[config.mk]
export PLATFORM = sky130hd
export DESIGN_NAME = rx_1t16_deser_align
export DESIGN_NICKNAME = d
export VERILOG_FILES = /design/src/rtl/rx_1t16_deser_align.sv
export SDC_FILE = /design/constraint.sdc
export NUM_CORES = 1
export LEC_CHECK = 0
export ABC_AREA = 1
export CAP_MARGIN = 20
export CORE_AREA = 2 2 80 82
export DETAILED_ROUTE_END_ITERATION = 7
export DIE_AREA = 0 0 82 84
export PLACE_DENSITY = 0.65
export SLEW_MARGIN = 25
export SYNTH_ARGS = -nofsm -noshare
export SYNTH_HDL_FRONTEND = slang
export SYNTH_SLANG_ARGS = --single-unit
export TNS_END_PERCENT = 5
[constraint.sdc]
create_clock -name clk -period 1.85 [get_ports clk]
set_clock_uncertainty 0.1 [all_clocks]
set_input_delay 0.37 -clock clk [delete_from_list [all_inputs] [get_ports clk]]
set_output_delay 0.37 -clock clk [all_outputs]
set_load 0.02 [all_outputs]
[src/rtl/rx_1t16_deser_align.sv]
// rx_1t16_deser_align
//   1:16 serial deserializer with bit-slip word alignment. One serial bit is
//   shifted in per clock; every 16th bit a word is captured. Until SYNC_WORD
//   has been seen LOCK_CNT times in a row, each non-matching word causes a
//   one-bit slip of the word boundary (the bit counter holds for one cycle).
//   Once locked, words are passed through as data without comparison.
//
//   Optional feature (macro RX_DESER_PRBS_CHK_EN): self-synchronous PRBS7
//   (x^7+x^6+1) checker on locked words, accumulating a saturating bit-error
//   count. Without the macro prbs_err_cnt is tied to zero.
//
// Ports
//   clk           serial bit clock, rising edge
//   rstb          asynchronous active-low reset
//   din           serial data bit
//   realign       1-cycle pulse: drop lock, restart the search
//   dout          captured word, first-received bit in dout[0]
//   dout_valid    1-cycle strobe while dout holds a new word
//   align_lock    high while locked
//   slip_offset   total slips applied, modulo 16
//   prbs_err_cnt  PRBS7 bit-error count (zero when the checker is absent)

module rx_1t16_deser_align #(
  parameter int unsigned       WIDTH     = 16,
  parameter logic [WIDTH-1:0]  SYNC_WORD = 16'hFF00,
  parameter int unsigned       LOCK_CNT  = 4
) (
  input  logic             clk,
  input  logic             rstb,
  input  logic             din,
  input  logic             realign,
  output logic [WIDTH-1:0] dout,
  output logic             dout_valid,
  output logic             align_lock,
  output logic [3:0]       slip_offset,
  output logic [15:0]      prbs_err_cnt
);

  typedef enum logic [1:0] {
    ST_SEARCH,
    ST_VERIFY,
    ST_LOCKED
  } state_t;

  localparam logic [3:0] LC       = 4'(LOCK_CNT);
  localparam logic [3:0] CNT_LAST = 4'(WIDTH - 1);

  logic [WIDTH-1:0] r_sr;
  logic [3:0]       r_cnt;
  logic             r_slip_pend;
  logic [3:0]       r_slip_off;
  logic [WIDTH-1:0] r_dout;
  logic             r_dout_valid;
  state_t           r_state;
  state_t           w_state_nxt;
  logic [3:0]       r_match;
  logic [3:0]       w_match_nxt;
  logic             w_slip;
  logic             w_cap;
  logic [WIDTH-1:0] w_word;

  // The captured word includes the bit arriving on the capture edge.
  assign w_cap  = (r_cnt == CNT_LAST);
  assign w_word = {din, r_sr[WIDTH-1:1]};

  always_ff @(posedge clk or negedge rstb) begin
    if (!rstb) begin
      r_sr         <= '0;
      r_cnt        <= '0;
      r_slip_pend  <= 1'b0;
      r_slip_off   <= '0;
      r_dout       <= '0;
      r_dout_valid <= 1'b0;
      r_state      <= ST_SEARCH;
      r_match      <= '0;
    end else begin
      r_sr <= w_word;
      // A slip is a one-cycle hold of the counter on the edge after the
      // capture, pushing the next boundary one bit later.
      if (!r_slip_pend) begin
        r_cnt <= r_cnt + 4'd1;
      end else begin
        r_slip_off <= r_slip_off + 4'd1;
      end
      r_slip_pend  <= w_slip;
      r_dout_valid <= w_cap;
      if (w_cap) begin
        r_dout <= w_word;
      end
      r_state <= w_state_nxt;
      r_match <= w_match_nxt;
    end
  end

  // Alignment FSM: evaluated once per captured word; realign has priority
  // and suppresses evaluation (and slipping) of a word captured alongside it.
  always_comb begin
    w_state_nxt = r_state;
    w_match_nxt = r_match;
    w_slip      = 1'b0;
    if (realign) begin
      w_state_nxt = ST_SEARCH;
      w_match_nxt = '0;
    end else if (w_cap) begin
      case (r_state)
        ST_SEARCH: begin
          if (w_word == SYNC_WORD) begin
            w_match_nxt = 4'd1;
            w_state_nxt = (LC == 4'd1) ? ST_LOCKED : ST_VERIFY;
          end else begin
            w_slip = 1'b1;
          end
        end
        ST_VERIFY: begin
          if (w_word == SYNC_WORD) begin
            w_match_nxt = r_match + 4'd1;
            if ((r_match + 4'd1) == LC) begin
              w_state_nxt = ST_LOCKED;
            end
          end else begin
            w_state_nxt = ST_SEARCH;
            w_match_nxt = '0;
            w_slip      = 1'b1;
          end
        end
        ST_LOCKED: begin
          w_state_nxt = ST_LOCKED;
        end
        default: begin
          w_state_nxt = ST_SEARCH;
          w_match_nxt = '0;
        end
      endcase
    end
  end

  assign dout        = r_dout;
  assign dout_valid  = r_dout_valid;
  assign align_lock  = (r_state == ST_LOCKED);
  assign slip_offset = r_slip_off;

`ifdef RX_DESER_PRBS_CHK_EN
  logic [6:0]       r_prev7;
  logic             r_seeded;
  logic [15:0]      r_err_cnt;
  logic [WIDTH+6:0] w_ext;
  logic [WIDTH-1:0] w_err_vec;
  logic [4:0]       w_pop;
  logic [16:0]      w_sum;

  // w_ext[k] is stream bit (k-7) relative to the current word start, so the
  // recurrence b[n] = b[n-7] ^ b[n-6] spans the previous word's top 7 bits.
  assign w_ext = {w_word, r_prev7};

  always_comb begin
    w_err_vec = '0;
    w_pop     = '0;
    for (int unsigned i = 0; i < WIDTH; i++) begin
      w_err_vec[i] = w_ext[i+7] ^ w_ext[i] ^ w_ext[i+1];
      w_pop        = w_pop + {4'd0, w_err_vec[i]};
    end
  end

  assign w_sum = {1'b0, r_err_cnt} + {12'd0, w_pop};

  always_ff @(posedge clk or negedge rstb) begin
    if (!rstb) begin
      r_prev7   <= '0;
      r_seeded  <= 1'b0;
      r_err_cnt <= '0;
    end else if (realign) begin
      r_seeded  <= 1'b0;
      r_err_cnt <= '0;
    end else if (w_cap && (r_state == ST_LOCKED)) begin
      r_prev7  <= w_word[WIDTH-1:WIDTH-7];
      r_seeded <= 1'b1;
      // First locked word only seeds the history.
      if (r_seeded) begin
        r_err_cnt <= w_sum[16] ? 16'hFFFF : w_sum[15:0];
      end
    end
  end

  assign prbs_err_cnt = r_err_cnt;
`else
  assign prbs_err_cnt = 16'h0000;
`endif

endmodule
==> results of run 1 <==
==> power breakdown <==
group | switching [mW] | leakage, nW | internal, mW | total [mW]
sequential | 0.226 | 0.577 | 1.33 | 1.56
combinational | 0.702 | 0.604 | 0.588 | 1.29
clock | 0.324 | 0.0513 | 0.396 | 0.720
==> per-layer routing <==
layer	share of wire	wire length, microns	vias to the layer above	global-route usage
met5	0	0	-	0
met4	0.015	51	0	0.0364
met3	0.049	163	5	0.0433
met2	0.44	1470	30	0.165
met1	0.50	1670	640	0.154
li1	-	-	703	-
==> flip-flops by register name, summed over array words and instances (netlist names) <==
| register | flops |
|---|---|
| dout | 16 |
| slip_offset | 4 |
| dout_valid | 1 |
| r_slip_pend | 1 |
| r_cnt | 4 |
| r_sr | 15 |
| r_state | 2 |
| r_match | 4 |
==> cell usage after synthesis (all sizes together) <==
cell type and n:
buf 17, clkbuf 2, nand2 94, ha 4, nand3 6, nor3 1
conb 1, xor2 3, nand3b 1, xnor2 3, a21oi 1, dfrtp 47
o21ai 1, nand4 5, inv 17, nor2 17
==> timing repair <==
action,CTS,global route
endpoints found under the hold margin,20,0
endpoints found under the setup margin,1,1
gates resized for setup,1,1
hold buffers,1,0
setup buffers,0,0
==> cell families after synthesis <==
group,after synthesis,share of synthesized area
AO/OA/AOI/OAI,2,0.0104
XOR/XNOR,6,0.0258
adder cells (fa/ha/maj),4,0.0245
buffers and inverters,36,0.0963
flip-flops,47,0.576
other,1,0.00184
AND/OR/NAND/NOR,124,0.265
==> through the flow <==
step / total power, mW / setup slack (ns) / util / hold slack, ns
6_report: 3.57 / 0.0666 / 0.403 / 0.308
5_1_grt: 3.83 / 0.0159 / 0.403 / 0.322
4_1_cts: 3.62 / 0.0258 / 0.402 / 0.312
3_5_place_dp: 2.89 / -0.0144 / 0.384 / 0.263
3_3_place_gp: 2.87 / 0.0393 / 0.384 / 0.251
2_1_floorplan: 2.33 / 0.471 / - / -0.0256
==> layout make-up <==
| class | instances | area share |
|---|---|---|
| flip-flops and latches | 47 | 0.479 |
| multi-input cells | 152 | 0.295 |
| clock buffers | 6 | 0.0296 |
| well taps | 77 | 0.0392 |
| inverters | 17 | 0.0260 |
| clock inverters | 1 | 0.0122 |
| repair buffers | 29 | 0.119 |
==> final timing paths <==
kind | from | to | slack (ns) | cells after the start
setup reg to reg | r_match[0]$_DFFE_PN0P_ | r_state[0]$_DFFE_PN0P_ | 0.34 | 9
setup / recovery | slip_offset[2]$_DFFE_PN0P_ | slip_offset[2] | 0.07 | 1
min in group asynchronous | rstb | slip_offset[3]$_DFFE_PN0P_ | 0.46 | 2
max in group asynchronous | rstb | dout[7]$_DFFE_PN0P_ | 0.69 | 3
hold reg to reg | r_sr[11]$_DFF_PN0_ | r_sr[10]$_DFF_PN0_ | 0.31 | 0
hold / removal | r_sr[11]$_DFF_PN0_ | r_sr[10]$_DFF_PN0_ | 0.31 | 0
==> qor.yml, run 1 <==
run_status: "completed"
crit_type: "reg2out"
gp_routability_congestion: 0.726
finish.net_count: 260
yosys.cell_types.count: 22
cp_cell_sequence: "clkdlybuf4s50_1"
layout_worst_path_cycle_share: 0.964
hold_viol: 0
gr-total-overflow: 0
non_filler_cells_final: 329
ctsRootBufferMaster: "sky130_fd_sc_hd__clkbuf_8"
n_fill_cell: 608
critical_path_at_ns: 1.31
vert_die_dim_microns: 84
avgRoutedWirePerCell_microns: 10.2
totalNegativeSetupSlack_ns: 0
groute.usage.overall: 0.113
pwr_density_cell_nw_per_um2: 1450
layout_commonest_cell: "sky130_fd_sc_hd__nand2_1"
place.port_buffers: 25
path_clk_slew_ns: 0.08
antenna_violations_before_repair: 0
fp.coreArea_sq_um: 6100
start_util: 0.335
antenna-diode-count: 0
crit_path_start_kind: "register"
post_route_cells_drive_above_1_share: 0.103
worstSkewPairLatency_ns: 0.30
areaGrowthSynthToFinish_pct: 20.3
count_of_state_elements_after_synthesis: 47
post-synth-top-area-cell: "sky130_fd_sc_hd__dfrtp_1"
timing_max_transition_violations_final: 0
grt_pass1_vias: 1333
vdd_ir_drop_max_mv: 0.597
netlist_instances: 220
crit_required_ns: 1.38
detail_route.iter0.violations: 41
p_leak_nw: 1.23
numPlacedInstances: 321
clock_sink_count: 47
critical_path_buf_inv_count: 1
global_route_wire_length_before_repair_microns: 5950
clock_tree_from_tritoncts: "built"
max_root_sink_buffers: 2
grt_start_max_net_pins: 28
finalCriticalPeriod_ns: 1.78
post_synth_main_area_contributors: "sky130_fd_sc_hd__dfrtp_1, sky130_fd_sc_hd__nand2_1, sky130_fd_sc_hd__buf_4, sky130_fd_sc_hd__inv_1, sky130_fd_sc_hd__ha_1"
vias: 1378
cts-buffers-inserted: 5
syn_area_sq_um: 2040
worst_path_dominant_cell_family: "buffers and inverters"
maxClockFrequency_mhz: 561
cp-end-kind: "output pin"
design.die.area_sq_um: 6890
setup_violations: 0
std_cell_rows: 29
max_stage_delay_ns: 0.62
postSynthAreaPerCell_sq_um: 9.28
place.detailed.hpwl_microns: 2530
clock_tree.htree_level_count: 2
ff_latch_area_sq_um: 1180
mostFrequentLayoutCells: "sky130_fd_sc_hd__nand2_1, sky130_fd_sc_hd__dfrtp_1, sky130_fd_sc_hd__clkdlybuf4s50_1"
finalWirelength_microns: 3360
netlist.area_leader.share: 0.576
max-cap-violations: 0
detail-route-antenna-nets: 0
yosysSeqAreaShare: 0.576
grt_setup_unrepaired: "false"
multi_input_comb_area_sq_um: 724
vias_per_cell: 4.19
drt_drc_violations_left: 0
synth_warnings: 0
1st_pass_router_iterations: 4
die_w_microns: 82
timing.hold.worst.class: "reg2reg"
timing.critical_path.fanout_max: 3
io-pin-count: 42
dpl_cell_area_sq_um: 2340
stdcell_area_sq_um: 2450
cp_slowest_cell: "sky130_fd_sc_hd__clkdlybuf4s50_1"
Power figures use the tool's default switching activity.
==> run 2: changes to the inputs <==
clock period = 1.7 ns   (was 1.85 ns; I/O delays follow)
==> qor.yml, run 2 (synthesis results as in run 1) <==
final.hold.worst_slack_ns: 0.304
crit_type: "reg2out"
clock_tree_from_tritoncts: "built"
ctsRootBufferMaster: "sky130_fd_sc_hd__clkbuf_8"
antenna-diode-count: 0
run_status: "completed"
cp-end-kind: "output pin"
timing.critical_path.fanout_max: 3
cp_cell_sequence: "inv_1 > nor2_2 > buf_2"
clock_sink_count: 47
stdcell_area_sq_um: 2440
maxClockFrequency_mhz: 667
drt_drc_violations_left: 0
std_cell_rows: 29
layout.core_utilization: 0.400
dpl_cell_area_sq_um: 2360
grt_pass1_vias: 1369
areaGrowthSynthToFinish_pct: 19.4
crit_path_start_kind: "register"
cp-startpoint: "r_state[1]$_DFFE_PN0P_"
largest_register_ff_count: 16
finish.net_count: 262
layout_worst_path_cycle_share: 0.882
max_root_sink_buffers: 2
critical_path_at_ns: 1.06
cts-buffers-inserted: 5
clock_tree.htree_level_count: 2
vdd_ir_drop_max_mv: 0.844
avgRoutedWirePerCell_microns: 10.2
grt_start_max_net_pins: 48
preCtsSetupSlack_ns: -0.103
timing_max_transition_violations_final: 0
finalCriticalPeriod_ns: 1.50
power.total_mw: 3.63
vias: 1392
regToRegStartpoint: "r_match[0]$_DFFE_PN0P_"
p_leak_nw: 1.31
worstSkewPairLatency_ns: 0.30
fp.coreArea_sq_um: 6100
place.port_buffers: 25
grt_setup_unrepaired: "false"
hold_path.startpoint: "r_sr[10]$_DFF_PN0_"
place.detailed.hpwl_microns: 2520
final.setup.worst_slack_ns: 0.201
groute.usage.overall: 0.115
totalNegativeSetupSlack_ns: 0
global_route_wire_length_before_repair_microns: 6150
max-cap-violations: 0
detail-route-antenna-nets: 0
antenna_violations_before_repair: 0
cp_slowest_cell: "sky130_fd_sc_hd__dfrtp_1"
pwr_density_cell_nw_per_um2: 1490
design.die.area_sq_um: 6890
finalWirelength_microns: 3380
1st_pass_router_iterations: 4
mostFrequentLayoutCells: "sky130_fd_sc_hd__nand2_1, sky130_fd_sc_hd__dfrtp_1, sky130_fd_sc_hd__dlygate4sd2_1"
gr-total-overflow: 0
setup_violations: 0
vert_die_dim_microns: 84
post-cts-setup-buffers: 0
post_route_cells_drive_above_1_share: 0.125
start_util: 0.335
hold_viol: 0
layout_commonest_cell: "sky130_fd_sc_hd__nand2_1"
max_stage_delay_ns: 0.39
timing.hold.worst.class: "reg2reg"
gp_routability_congestion: 0.720
die_w_microns: 82
crit_required_ns: 1.26
io-pin-count: 42
numPlacedInstances: 323
path_clk_slew_ns: 0.09
detail_route.iter0.violations: 24
vias_per_cell: 4.19
non_filler_cells_final: 332
## run 2: changes by cell type in the layout (fill, tap and decap cells not counted), moves of 2 or more
cell / before / now
sky130_fd_sc_hd__clkinv_2: 0 / 2
sky130_fd_sc_hd__clkdlybuf4s50_1: 22 / 2
sky130_fd_sc_hd__dlygate4sd2_1: 1 / 18
sky130_fd_sc_hd__buf_4: 2 / 4
sky130_fd_sc_hd__dlymetal6s2s_1: 1 / 3
## run 2: layer usage
| metal | share of wire | track usage | vias to the layer above | wire, microns |
|---|---|---|---|---|
| met5 | 0 | 0 | - | 0 |
| met4 | 0.0065 | 0.0333 | 0 | 22 |
| met3 | 0.046 | 0.0325 | 2 | 155 |
| met2 | 0.47 | 0.173 | 33 | 1570 |
| met1 | 0.48 | 0.160 | 649 | 1630 |
| li1 | - | - | 708 | - |
## run 2: power by group
part	switching [mW]	internal [mW]	total, mW
registers	0.230	1.45	1.68
logic	0.777	0.510	1.29
clock network	0.378	0.290	0.668
## run 2: worst max-delay path, delay by kind of cell, from the launching register on
family,cells,cell delay (ns)
DFF,1,0.39
buffers and inverters,2,0.26
and+or+nand+nor,1,0.12
## run 2: final timing paths
check                           depth (start not counted)  slack, ns                      to
worst max-delay path                                    3       0.20              align_lock
worst min-delay path                                    0       0.30       r_sr[9]$_DFF_PN0_
worst max register to register                          9       0.20  r_state[1]$_DFFE_PN0P_
worst min register to register                          0       0.30       r_sr[9]$_DFF_PN0_
max in group asynchronous                               3       0.83    dout[10]$_DFFE_PN0P_
min in group asynchronous                               3       0.44     dout[0]$_DFFE_PN0P_
## run 2: layout make-up
cell class                      instances  area [sq um]
Fill cell                             626          3660
Sequential cell                        47          1180
Multi-Input combinational cell        152           727
Timing Repair Buffer                   31           285
Tap cell                               77          96.3
Clock buffer                            5          68.8
Inverter                               17          63.8
Clock inverter                          3          18.8
## run 2: timing repair
action                                  CTS  global route
hold buffers                              1             0
gates cloned                              0             0
endpoints found under the setup margin   19             4
hold endpoints to repair                 47             0
gates resized for setup                  21             5
